File: config.mk
export PLATFORM = sky130hd
export DESIGN_NAME = arrange_stream_flat
export DESIGN_NICKNAME = d
export VERILOG_FILES = /design/src/rtl/arrange_stream_if.sv /design/src/rtl/arrange_stream.sv /design/src/flat_wrapper.sv
export SDC_FILE = /design/constraint.sdc
export NUM_CORES = 1
export LEC_CHECK = 0
export ABC_AREA = 1
export CAP_MARGIN = 20
export CORE_ASPECT_RATIO = 1.75
export CORE_MARGIN = 10
export CORE_UTILIZATION = 28
export DETAILED_ROUTE_END_ITERATION = 12
export GPL_TIMING_DRIVEN = 0
export PLACE_DENSITY = 0.48
export SYNTH_ARGS = -nofsm -noshare
export SYNTH_HDL_FRONTEND = slang
export SYNTH_SLANG_ARGS = --single-unit
File: constraint.sdc
create_clock -name clk -period 5.5 [get_ports clk]
set_clock_uncertainty 0.15 [all_clocks]
set_input_delay 1.375 -clock clk [delete_from_list [all_inputs] [get_ports clk]]
set_output_delay 1.375 -clock clk [all_outputs]
set_load 0.01 [all_outputs]
File: src/rtl/arrange_stream_if.sv
// ============================================================================
// Module   : arrange_stream_if
// Brief    : Input/output valid-ready streams of the batch arranger.
// Revision : 1.0 - initial release
// ============================================================================
`default_nettype none

interface arrange_stream_if #(
  parameter int W = 4
);
  logic         in_valid;
  logic         in_ready;
  logic [W-1:0] in_data;
  logic         out_valid;
  logic         out_ready;
  logic [W-1:0] out_data;
  logic         out_last;
  logic         out_even;

  // Producer/consumer side of the block
  modport master (
    output in_valid, in_data, out_ready,
    input  in_ready, out_valid, out_data, out_last, out_even
  );

  // The arranger itself
  modport slave (
    input  in_valid, in_data, out_ready,
    output in_ready, out_valid, out_data, out_last, out_even
  );
endinterface

`default_nettype wire

File: src/rtl/arrange_stream.sv
// ============================================================================
// Module   : arrange_stream
// Brief    : Loads N values, replays them as evens descending then odds ascending.
// Revision : 1.0 - initial release
// ============================================================================
`default_nettype none

module arrange_stream #(
  parameter int N = 10,
  parameter int W = 4
) (
  input  wire logic       clk,
  input  wire logic       rst_n,
  arrange_stream_if.slave bus
);

  localparam int            CW         = $clog2(N + 1);
  localparam logic [CW-1:0] C_LAST_IDX = CW'(N - 1);

  typedef enum logic [0:0] {
    ST_LOAD = 1'b0,
    ST_EMIT = 1'b1
  } state_t;

  state_t        r_state;
  state_t        w_state_nxt;
  logic [CW-1:0] r_ne;
  logic [CW-1:0] r_no;
  logic [CW-1:0] r_rd_idx;
  logic [W-1:0]  r_even [N];
  logic [W-1:0]  r_odd  [N];
  logic [W-1:0]  w_even_nxt [N];
  logic [W-1:0]  w_odd_nxt  [N];
  logic [N-1:0]  w_even_keep;
  logic [N-1:0]  w_odd_keep;
  logic [W-1:0]  w_even_sel;
  logic [W-1:0]  w_odd_sel;
  logic [CW-1:0] w_odd_idx;
  logic          w_acc;
  logic          w_dlv;
  logic          w_in_ready;
  logic          w_out_valid;
  logic [W-1:0]  w_out_data;
  logic          w_out_last;
  logic          w_out_even;

  // Slots before the insertion point keep their entry, the insertion slot takes
  // the new value and every later slot takes its left neighbour (shift right).
  generate
    for (genvar i = 0; i < N; i++) begin : g_slot
      localparam logic [CW-1:0] C_IDX = CW'(i);
      assign w_even_keep[i] = (C_IDX < r_ne) && (r_even[i] >= bus.in_data);
      assign w_odd_keep[i]  = (C_IDX < r_no) && (r_odd[i]  <= bus.in_data);
      if (i == 0) begin : g_head
        assign w_even_nxt[i] = w_even_keep[i] ? r_even[i] : bus.in_data;
        assign w_odd_nxt[i]  = w_odd_keep[i]  ? r_odd[i]  : bus.in_data;
      end else begin : g_body
        assign w_even_nxt[i] = w_even_keep[i]   ? r_even[i]   :
                               w_even_keep[i-1] ? bus.in_data : r_even[i-1];
        assign w_odd_nxt[i]  = w_odd_keep[i]    ? r_odd[i]    :
                               w_odd_keep[i-1]  ? bus.in_data : r_odd[i-1];
      end
    end
  endgenerate

  always_ff @(posedge clk) begin
    if (w_acc) begin
      for (int j = 0; j < N; j++) begin
        if (bus.in_data[0]) begin
          r_odd[j] <= w_odd_nxt[j];
        end else begin
          r_even[j] <= w_even_nxt[j];
        end
      end
    end
  end

  always_comb begin
    w_even_sel = '0;
    w_odd_sel  = '0;
    w_odd_idx  = r_rd_idx - r_ne;
    for (int j = 0; j < N; j++) begin
      if (r_rd_idx == CW'(j)) begin
        w_even_sel = r_even[j];
      end
      if (w_odd_idx == CW'(j)) begin
        w_odd_sel = r_odd[j];
      end
    end
  end

  always_ff @(posedge clk or negedge rst_n) begin
    if (!rst_n) begin
      r_state <= ST_LOAD;
    end else begin
      r_state <= w_state_nxt;
    end
  end

  always_comb begin
    w_state_nxt = r_state;
    w_in_ready  = 1'b0;
    w_out_valid = 1'b0;
    w_out_data  = '0;
    w_out_last  = 1'b0;
    w_out_even  = 1'b0;
    case (r_state)
      ST_LOAD: begin
        w_in_ready = 1'b1;
        if (bus.in_valid && ((r_ne + r_no) == C_LAST_IDX)) begin
          w_state_nxt = ST_EMIT;
        end
      end
      ST_EMIT: begin
        w_out_valid = 1'b1;
        w_out_even  = (r_rd_idx < r_ne);
        w_out_data  = w_out_even ? w_even_sel : w_odd_sel;
        w_out_last  = (r_rd_idx == C_LAST_IDX);
        if (bus.out_ready && w_out_last) begin
          w_state_nxt = ST_LOAD;
        end
      end
      default: w_state_nxt = ST_LOAD;
    endcase
  end

  assign w_acc = w_in_ready && bus.in_valid;
  assign w_dlv = w_out_valid && bus.out_ready;

  always_ff @(posedge clk or negedge rst_n) begin
    if (!rst_n) begin
      r_ne     <= '0;
      r_no     <= '0;
      r_rd_idx <= '0;
    end else begin
      if (w_acc) begin
        if (bus.in_data[0]) begin
          r_no <= r_no + CW'(1);
        end else begin
          r_ne <= r_ne + CW'(1);
        end
      end
      if (w_dlv) begin
        if (w_out_last) begin
          r_ne     <= '0;
          r_no     <= '0;
          r_rd_idx <= '0;
        end else begin
          r_rd_idx <= r_rd_idx + CW'(1);
        end
      end
    end
  end

  assign bus.in_ready  = w_in_ready;
  assign bus.out_valid = w_out_valid;
  assign bus.out_data  = w_out_data;
  assign bus.out_last  = w_out_last;
  assign bus.out_even  = w_out_even;

endmodule

`default_nettype wire

File: src/flat_wrapper.sv
// flat-port wrapper written by rule: the top's interface ports become plain ports
module arrange_stream_flat 
#(
  parameter int N = 10,
  parameter int W = 4
)
  (clk, rst_n, bus_in_valid, bus_in_data, bus_out_ready, bus_in_ready, bus_out_valid, bus_out_data, bus_out_last, bus_out_even);
  arrange_stream_if #(.W(W)) bus_i ();
  input  wire logic clk;
  input  wire logic rst_n;
  input wire logic [$bits(bus_i.in_valid)-1:0] bus_in_valid;
  input wire logic [$bits(bus_i.in_data)-1:0] bus_in_data;
  input wire logic [$bits(bus_i.out_ready)-1:0] bus_out_ready;
  output wire logic [$bits(bus_i.in_ready)-1:0] bus_in_ready;
  output wire logic [$bits(bus_i.out_valid)-1:0] bus_out_valid;
  output wire logic [$bits(bus_i.out_data)-1:0] bus_out_data;
  output wire logic [$bits(bus_i.out_last)-1:0] bus_out_last;
  output wire logic [$bits(bus_i.out_even)-1:0] bus_out_even;
  assign bus_i.in_valid = bus_in_valid;
  assign bus_i.in_data = bus_in_data;
  assign bus_i.out_ready = bus_out_ready;
  assign bus_in_ready = bus_i.in_ready;
  assign bus_out_valid = bus_i.out_valid;
  assign bus_out_data = bus_i.out_data;
  assign bus_out_last = bus_i.out_last;
  assign bus_out_even = bus_i.out_even;
  arrange_stream #(.N(N), .W(W)) u_core (.clk(clk), .rst_n(rst_n), .bus(bus_i));
endmodule
==> metrics.md <==
| Metric | Value |
|---|---|
| Top FF cell, synth | edfxtp_1 |
| Wire length per cell | ~17 um |
| Slew margin rel. | a little under two fifths |
| Cells after synthesis | 863 |
| Most Crowded Layer GR | met2 |
| Worst reg2reg endpoint | u_core.r_odd[8][2] |
| Hold depth | 2 |
| Grt ovf | 0 |
| Rows | 76 |
| R2R setup slack | 2850 ps |
| Routed wire length | approximately 21000 um |
| Max Slew Vio Count | 0 |
| Clock root cell | clkbuf_16 |
| Area grow syn2layout | 13.0% |
| Final period utilization | between 90% and 100% |
| Count of port buffers added during placement | 15 |
| Commonest cells post-synth | nand2_1 (188), inv_1 (119), o21ai_0 (103) |
| GR met2 Demand/Resource | about a quarter |
| FF-to-FF path depth | 6 |
| Resized Gates After CTS | 0 |
| GR Util met3 | 1.86% |
| Status | finished clean |
| Placer Congestion | 0.818 |
| Tot GR Track Use | a little over an eighth |
| Final min period | ~5100 ps |
| Synth top area cells | edfxtp_1 (34%), ha_1 (17%), nand2_1 (10%) |
| Fin util | 32.1% |
| Synth Warn # | 0 |
| Unrepaired setup endpoints after global routing | false |
| Worst endpoint data arrival time | 3580 ps |
| Top-count cell post-synth | nand2_1 |
| Hold path startpoint | u_core.r_odd[6][0] |
| Vias in the first global route | roughly 6100 |
| Max clock buf depth | 2 |
| ANT cells | 0 |
| VDD IR max | roughly 0.20 mV |
| # clock sinks | between 90 and 100 |
| CTS Hold Bufs | 0 |
| Yosys top cell area share | about 34% |
| Avg Vias per Cell | around 4.9 |
| Setup Fix Bufs, Post-CTS | 0 |
| Initial antenna violation count | 0 |
| Synthesized flop and latch total | 93 |
| Initial Utilization | between 20% and 30% |
| H-Tree Depth | 3 |
| Final HPWL DP | between 15000 and 20000 um |
| Worst-Margin Slew | slightly above 900 ps |
| Share of cells above drive strength 1 | around 3.6% |
| Critical Path RT | between 3000 and 4000 ps |
| Worst setup SP type | flop |
| Net count reported at finish | between 900 and 1000 |
| Post-synth EDFFs | 80 |
| Reg2reg start | u_core.r_state |
| Async set-reset flop share out of synthesis | between 10% and 20% |
| CTS clk-pin slew, worst paths | approximately 70 ps |
| Post-synthesis average cell area | just over 8 um^2 |
| Met1 global-route usage | 13.0% |
| CP Capture Type | output pin |
| LEAKAGE | 3.56 nW |
| Final ANT Viol Nets | 0 |
| Synth area leader | edfxtp_1 |
| Total CTS buffers | 9 |
| DRC errors left | 0 |
| Seq/Total Area, Yosys | 38.8% |
| # IOs | 16 |
| Number of max-cap violations | 0 |
| Achievable Freq | just under 200 MHz |
| Power Density | about 490 nW/um^2 |
| Die X | between 100 and 150 um |
| Final Setup Violations | 0 |
| Later-pin clock latency in the skew report | between 300 and 400 ps |
| Fin. Hold Viols | 0 |
| Worst Hold Class | flop to flop |
| Cell variety after synth | 33 |
| CP max FO | 8 |
| Full die area | about 32000 um^2 |
| Via count | about 6000 |
| Worst Hold End | u_core.r_odd[7][0] |
| Chip Height | 230 um |
| DRT iter0 DRCs | roughly 310 |
| Synth Net Count | approximately 970 |
| Tot Pwr | 0.00390 W |
| Worst Setup Path Type | flop to output pin |
| Cell Area, Synth | about 7000 um^2 |
| Pin count of the biggest net entering global routing | 30 |
| First-pass GRT wire length | 33300 um |
| Core area | ~25000 um^2 |
| CTS tree | done |
| Drt pass-1 iters | 4 |
-- critical path, stage by stage (launching register included) --
cell	delay, ps
dfrtp_1	400
inv_1	180
ha_1	170
inv_1	50
fa_1	560
nor2_1	490
nand4_1	290
o21ai_0	230
inv_1	60
nand4_1	80
nand2_1	70
inv_1	60
clkdlybuf4s50_1	530
-- placed cells by master, fill, tap and decap left out, types with 3 or more instances in the layout --
master	Yosys	final
clkbuf_16	0	9
nor3_1	5	5
clkinv_1	5	5
nor2_1	67	67
a21oi_1	56	56
o21ai_0	103	103
a32o_1	10	10
o21bai_1	3	3
o22ai_1	6	6
o21ai_1	8	8
nand2_1	188	188
clkbuf_1	9	10
nand4_1	29	29
buf_2	2	3
xor2_1	3	3
inv_1	119	119
buf_12	0	3
clkdlybuf4s50_1	0	14
dfrtp_1	13	13
edfxtp_1	80	80
nor3_2	3	3
clkbuf_2	0	3
o211ai_1	11	11
nand3_1	33	33
ha_1	95	95
-- routing by layer --
layer	wire [um]	up-vias	share of wire, %
met5	0	-	0
met4	737	0	3.5
met3	658	41	3.1
met2	11800	92	56
met1	7890	2774	37
li1	-	3048	-
-- cell type report --
| class | instances | area [um^2] |
|---|---|---|
| fillers | 2629 | 16800 |
| flip-flops and latches | 93 | 2730 |
| well taps | 312 | 390 |
| clock inverters | 2 | 60.1 |
| inverters | 126 | 473 |
| clock buffers | 14 | 254 |
| plain buffers | 12 | 58.8 |
| multi-input cells | 632 | 3780 |
| repair buffers | 18 | 205 |
-- state kept, by name, indices dropped and copies added (netlist names) --
name,cells
u_core.r_even,40
u_core.r_ne,4
u_core.r_no,4
u_core.r_odd,40
u_core.r_rd_idx,4
u_core.r_state,1
-- kinds of logic after synthesis --
logic type / count (synthesis) / share of synthesized area, %
AND/OR/NAND/NOR: 331 / 20.0
adder cells (fa/ha/maj): 97 / 17.5
XOR/XNOR: 4 / 0.605
AO/OA/AOI/OAI: 200 / 15.7
flip-flops: 93 / 38.8
buffers and inverters: 138 / 7.51
-- worst max path at each step --
stage	start	endpoint	slack, ps
2_1_floorplan	bus_in_data[3]	u_core.r_odd[0][0]	1650
4_1_cts	u_core.r_rd_idx[0]	bus_out_data[1]	340
3_5_place_dp	u_core.r_rd_idx[0]	bus_out_data[1]	770
3_3_place_gp	bus_in_data[2]	u_core.r_odd[0][2]	-260
6_report	u_core.r_rd_idx[0]	bus_out_data[1]	400
5_1_grt	u_core.r_rd_idx[0]	bus_out_data[0]	100
-- metrics by stage --
stage	area [um^2]	setup WS [ps]	instances	TNS, ps	hold WS, ps
2_1_floorplan	7030	1650	863	0	375
4_1_cts	7950	339	1209	0	415
3_3_place_gp	7570	-262	1190	-6560	385
3_5_place_dp	7630	773	1193	0	399
6_report	7950	396	1209	0	414
5_1_grt	7950	99.1	1209	0	446
-- power by group --
group | switching [W] | internal [W]
registers | 0.000136 | 0.000968
clock network | 0.000276 | 0.000412
logic | 0.00141 | 0.000694
total | 0.00182 | 0.00207
(Power assumes the default switching activity.)
==> RTL change (config.mk and constraints unchanged) <==
Reset style: synchronous (`rst_n`), changed in 2 clocked blocks.
--- a/src/rtl/arrange_stream.sv
+++ b/src/rtl/arrange_stream.sv
@@ -91,3 +91,3 @@
 
-  always_ff @(posedge clk or negedge rst_n) begin
+  always_ff @(posedge clk) begin
     if (!rst_n) begin
@@ -129,3 +129,3 @@
 
-  always_ff @(posedge clk or negedge rst_n) begin
+  always_ff @(posedge clk) begin
     if (!rst_n) begin
Check against the original RTL: no difference found for any inputs over 10 cycles, from zero or initial values and one cycle with rst_n low; that may be too few to reach the edited logic, so the function may still have changed.
==> RTL change against the unedited design <==
Setup slack improved by 17 ps. Largest cell class unchanged. Synthesized area is 0.46% lower. Routed wire length hardly changed. Sequential cell count unchanged. Final area decreased by 0.60%. Global-route usage shrank 0.22 points.
Power is not compared: it rests on default switching activity, and its combinational part moved more than twofold at a synthesized area within 25%.
==> RTL change: results (changes against the unedited design) <==
[synthesis]
synth_xor_xnor_area_share_pct = 0.983  ; +0.38 points
synth_seq_area_share_pct = 38.0  ; -0.75 points
ys_async_sr_fraction_pct = 0  ; -14 points
yosys.area_share.adder_pct = 17.5  ; +0.081 points
synth_compound_area_share_pct = 14.1  ; -1.6 points
synthTopCellsByCount = nand2_1 (190), inv_1 (114), ha_1 (95)
synth_cell_type_count = 35  ; +6.1%
synth.net_count = 969  ; +0.10%
yosys-top-cells-area = edfxtp_1 (34%), ha_1 (17%), nand2_1 (10%), o21ai_0 (6.4%), inv_1 (6.1%)
syn_area_per_cell_um2 = 8.10  ; -0.58%
ys.flop_type = edfxtp_1

[route]
totalWireLength_um = 21100  ; about the same
dr_wl_met2_um = 12200  ; +3.9%
wl_per_cell_um = 17.4  ; about the same
viasPerCell = 4.96  ; +0.76%
wl_met1_um = 7820  ; -0.88%
met3_length_um = 501  ; -24%
first_pass_iters = 5  ; +1
drtIter0Drc = 382  ; +22%

[clock_tree]
post_cts_buffers = 0  ; unchanged

[placement]
post-place-cells = 1194  ; +0.084%
preCtsSetupSlack_ps = 680  ; -92.6 ps
gp_congestion = 0.823  ; +0.64%
dp_hpwl_um = 16000  ; -0.21%

[global_route]
grtUsageTotal_pct = 13.1  ; -0.22 points
grt_pass1_wl_um = 33100  ; -0.54%
grt_max_degree = 25  ; -17%
first_global_vias = 6057  ; -0.26%

[critical_path]
path_max_fanout = 10  ; +2
slowest_delay_ps = 490  ; -70 ps
critPathArrivalTime_ps = 3560  ; -20 ps

[cells_and_area]
nFillCells = 2575  ; -2.1%
antenna_cells = 0  ; unchanged
final_nets = 998  ; +0.10%
layout-drive-gt1-share_pct = 4.57  ; +1.0 points

[sta]
worstMarginPinSlew_ps = 811  ; -118 ps

[run_status]
status = finished, final reports clean

RTL change: logic make-up (layout without fill, tap and decap cells):
logic type | after synthesis | after routing
compound gates | 180 | 180
simple gates | 350 | 350
buf+inv | 137 | 171
flops | 93 | 93
xor+xnor | 7 | 7
fa+ha+maj | 97 | 97
RTL change: where the power goes:
group / switching, mW / internal, mW / leakage [nW]
Sequential: 0.0312 / 0.803 / 0.856
Clock: 0.297 / 0.355 / 0.136
Combinational: 0.212 / 0.116 / 2.62
Total: 0.539 / 1.27 / 3.61
RTL change: metrics by stage:
stage / instance area (um2) / setup TNS [ps]
global route: 7900 / 0
global placement: 7540 / -8970
finish: 7900 / 0
floorplan: 7000 / 0
CTS: 7900 / 0
detailed placement: 7600 / 0
RTL change: final timing paths:
check	from	to	slack (ps)	cells past startpoint
hold reg to reg	u_core.r_state	u_core.r_state	400	2
setup reg to reg	u_core.r_state	u_core.r_even[9][0]	2930	6
setup / recovery	u_core.r_ne[1]	bus_out_data[2]	410	14
hold / removal	u_core.r_state	u_core.r_state	400	2
RTL change: layout make-up:
type                    count  share of cell area [%]
plain buffers              12                   0.792
clock buffers               9                    2.85
clock inverters             7                   0.934
inverters                 125                    5.94
multi-input cells         634                    48.2
flip-flops and latches     93                    33.7
well taps                 312                    4.94
repair buffers             18                    2.60
RTL change: critical path: cells and delay by family (launching register included):
kind | cells | cell delay, ps
xor+xnor | 1 | 310
fa+ha+maj | 1 | 490
simple gates | 7 | 900
buf+inv | 5 | 980
flops | 1 | 480
RTL change: per-layer routing:
metal	track usage [%]	vias up
li1	-	3039
met5	0	-
met1	12.6	2849
met3	1.35	27
met4	5.47	0
met2	26.8	90
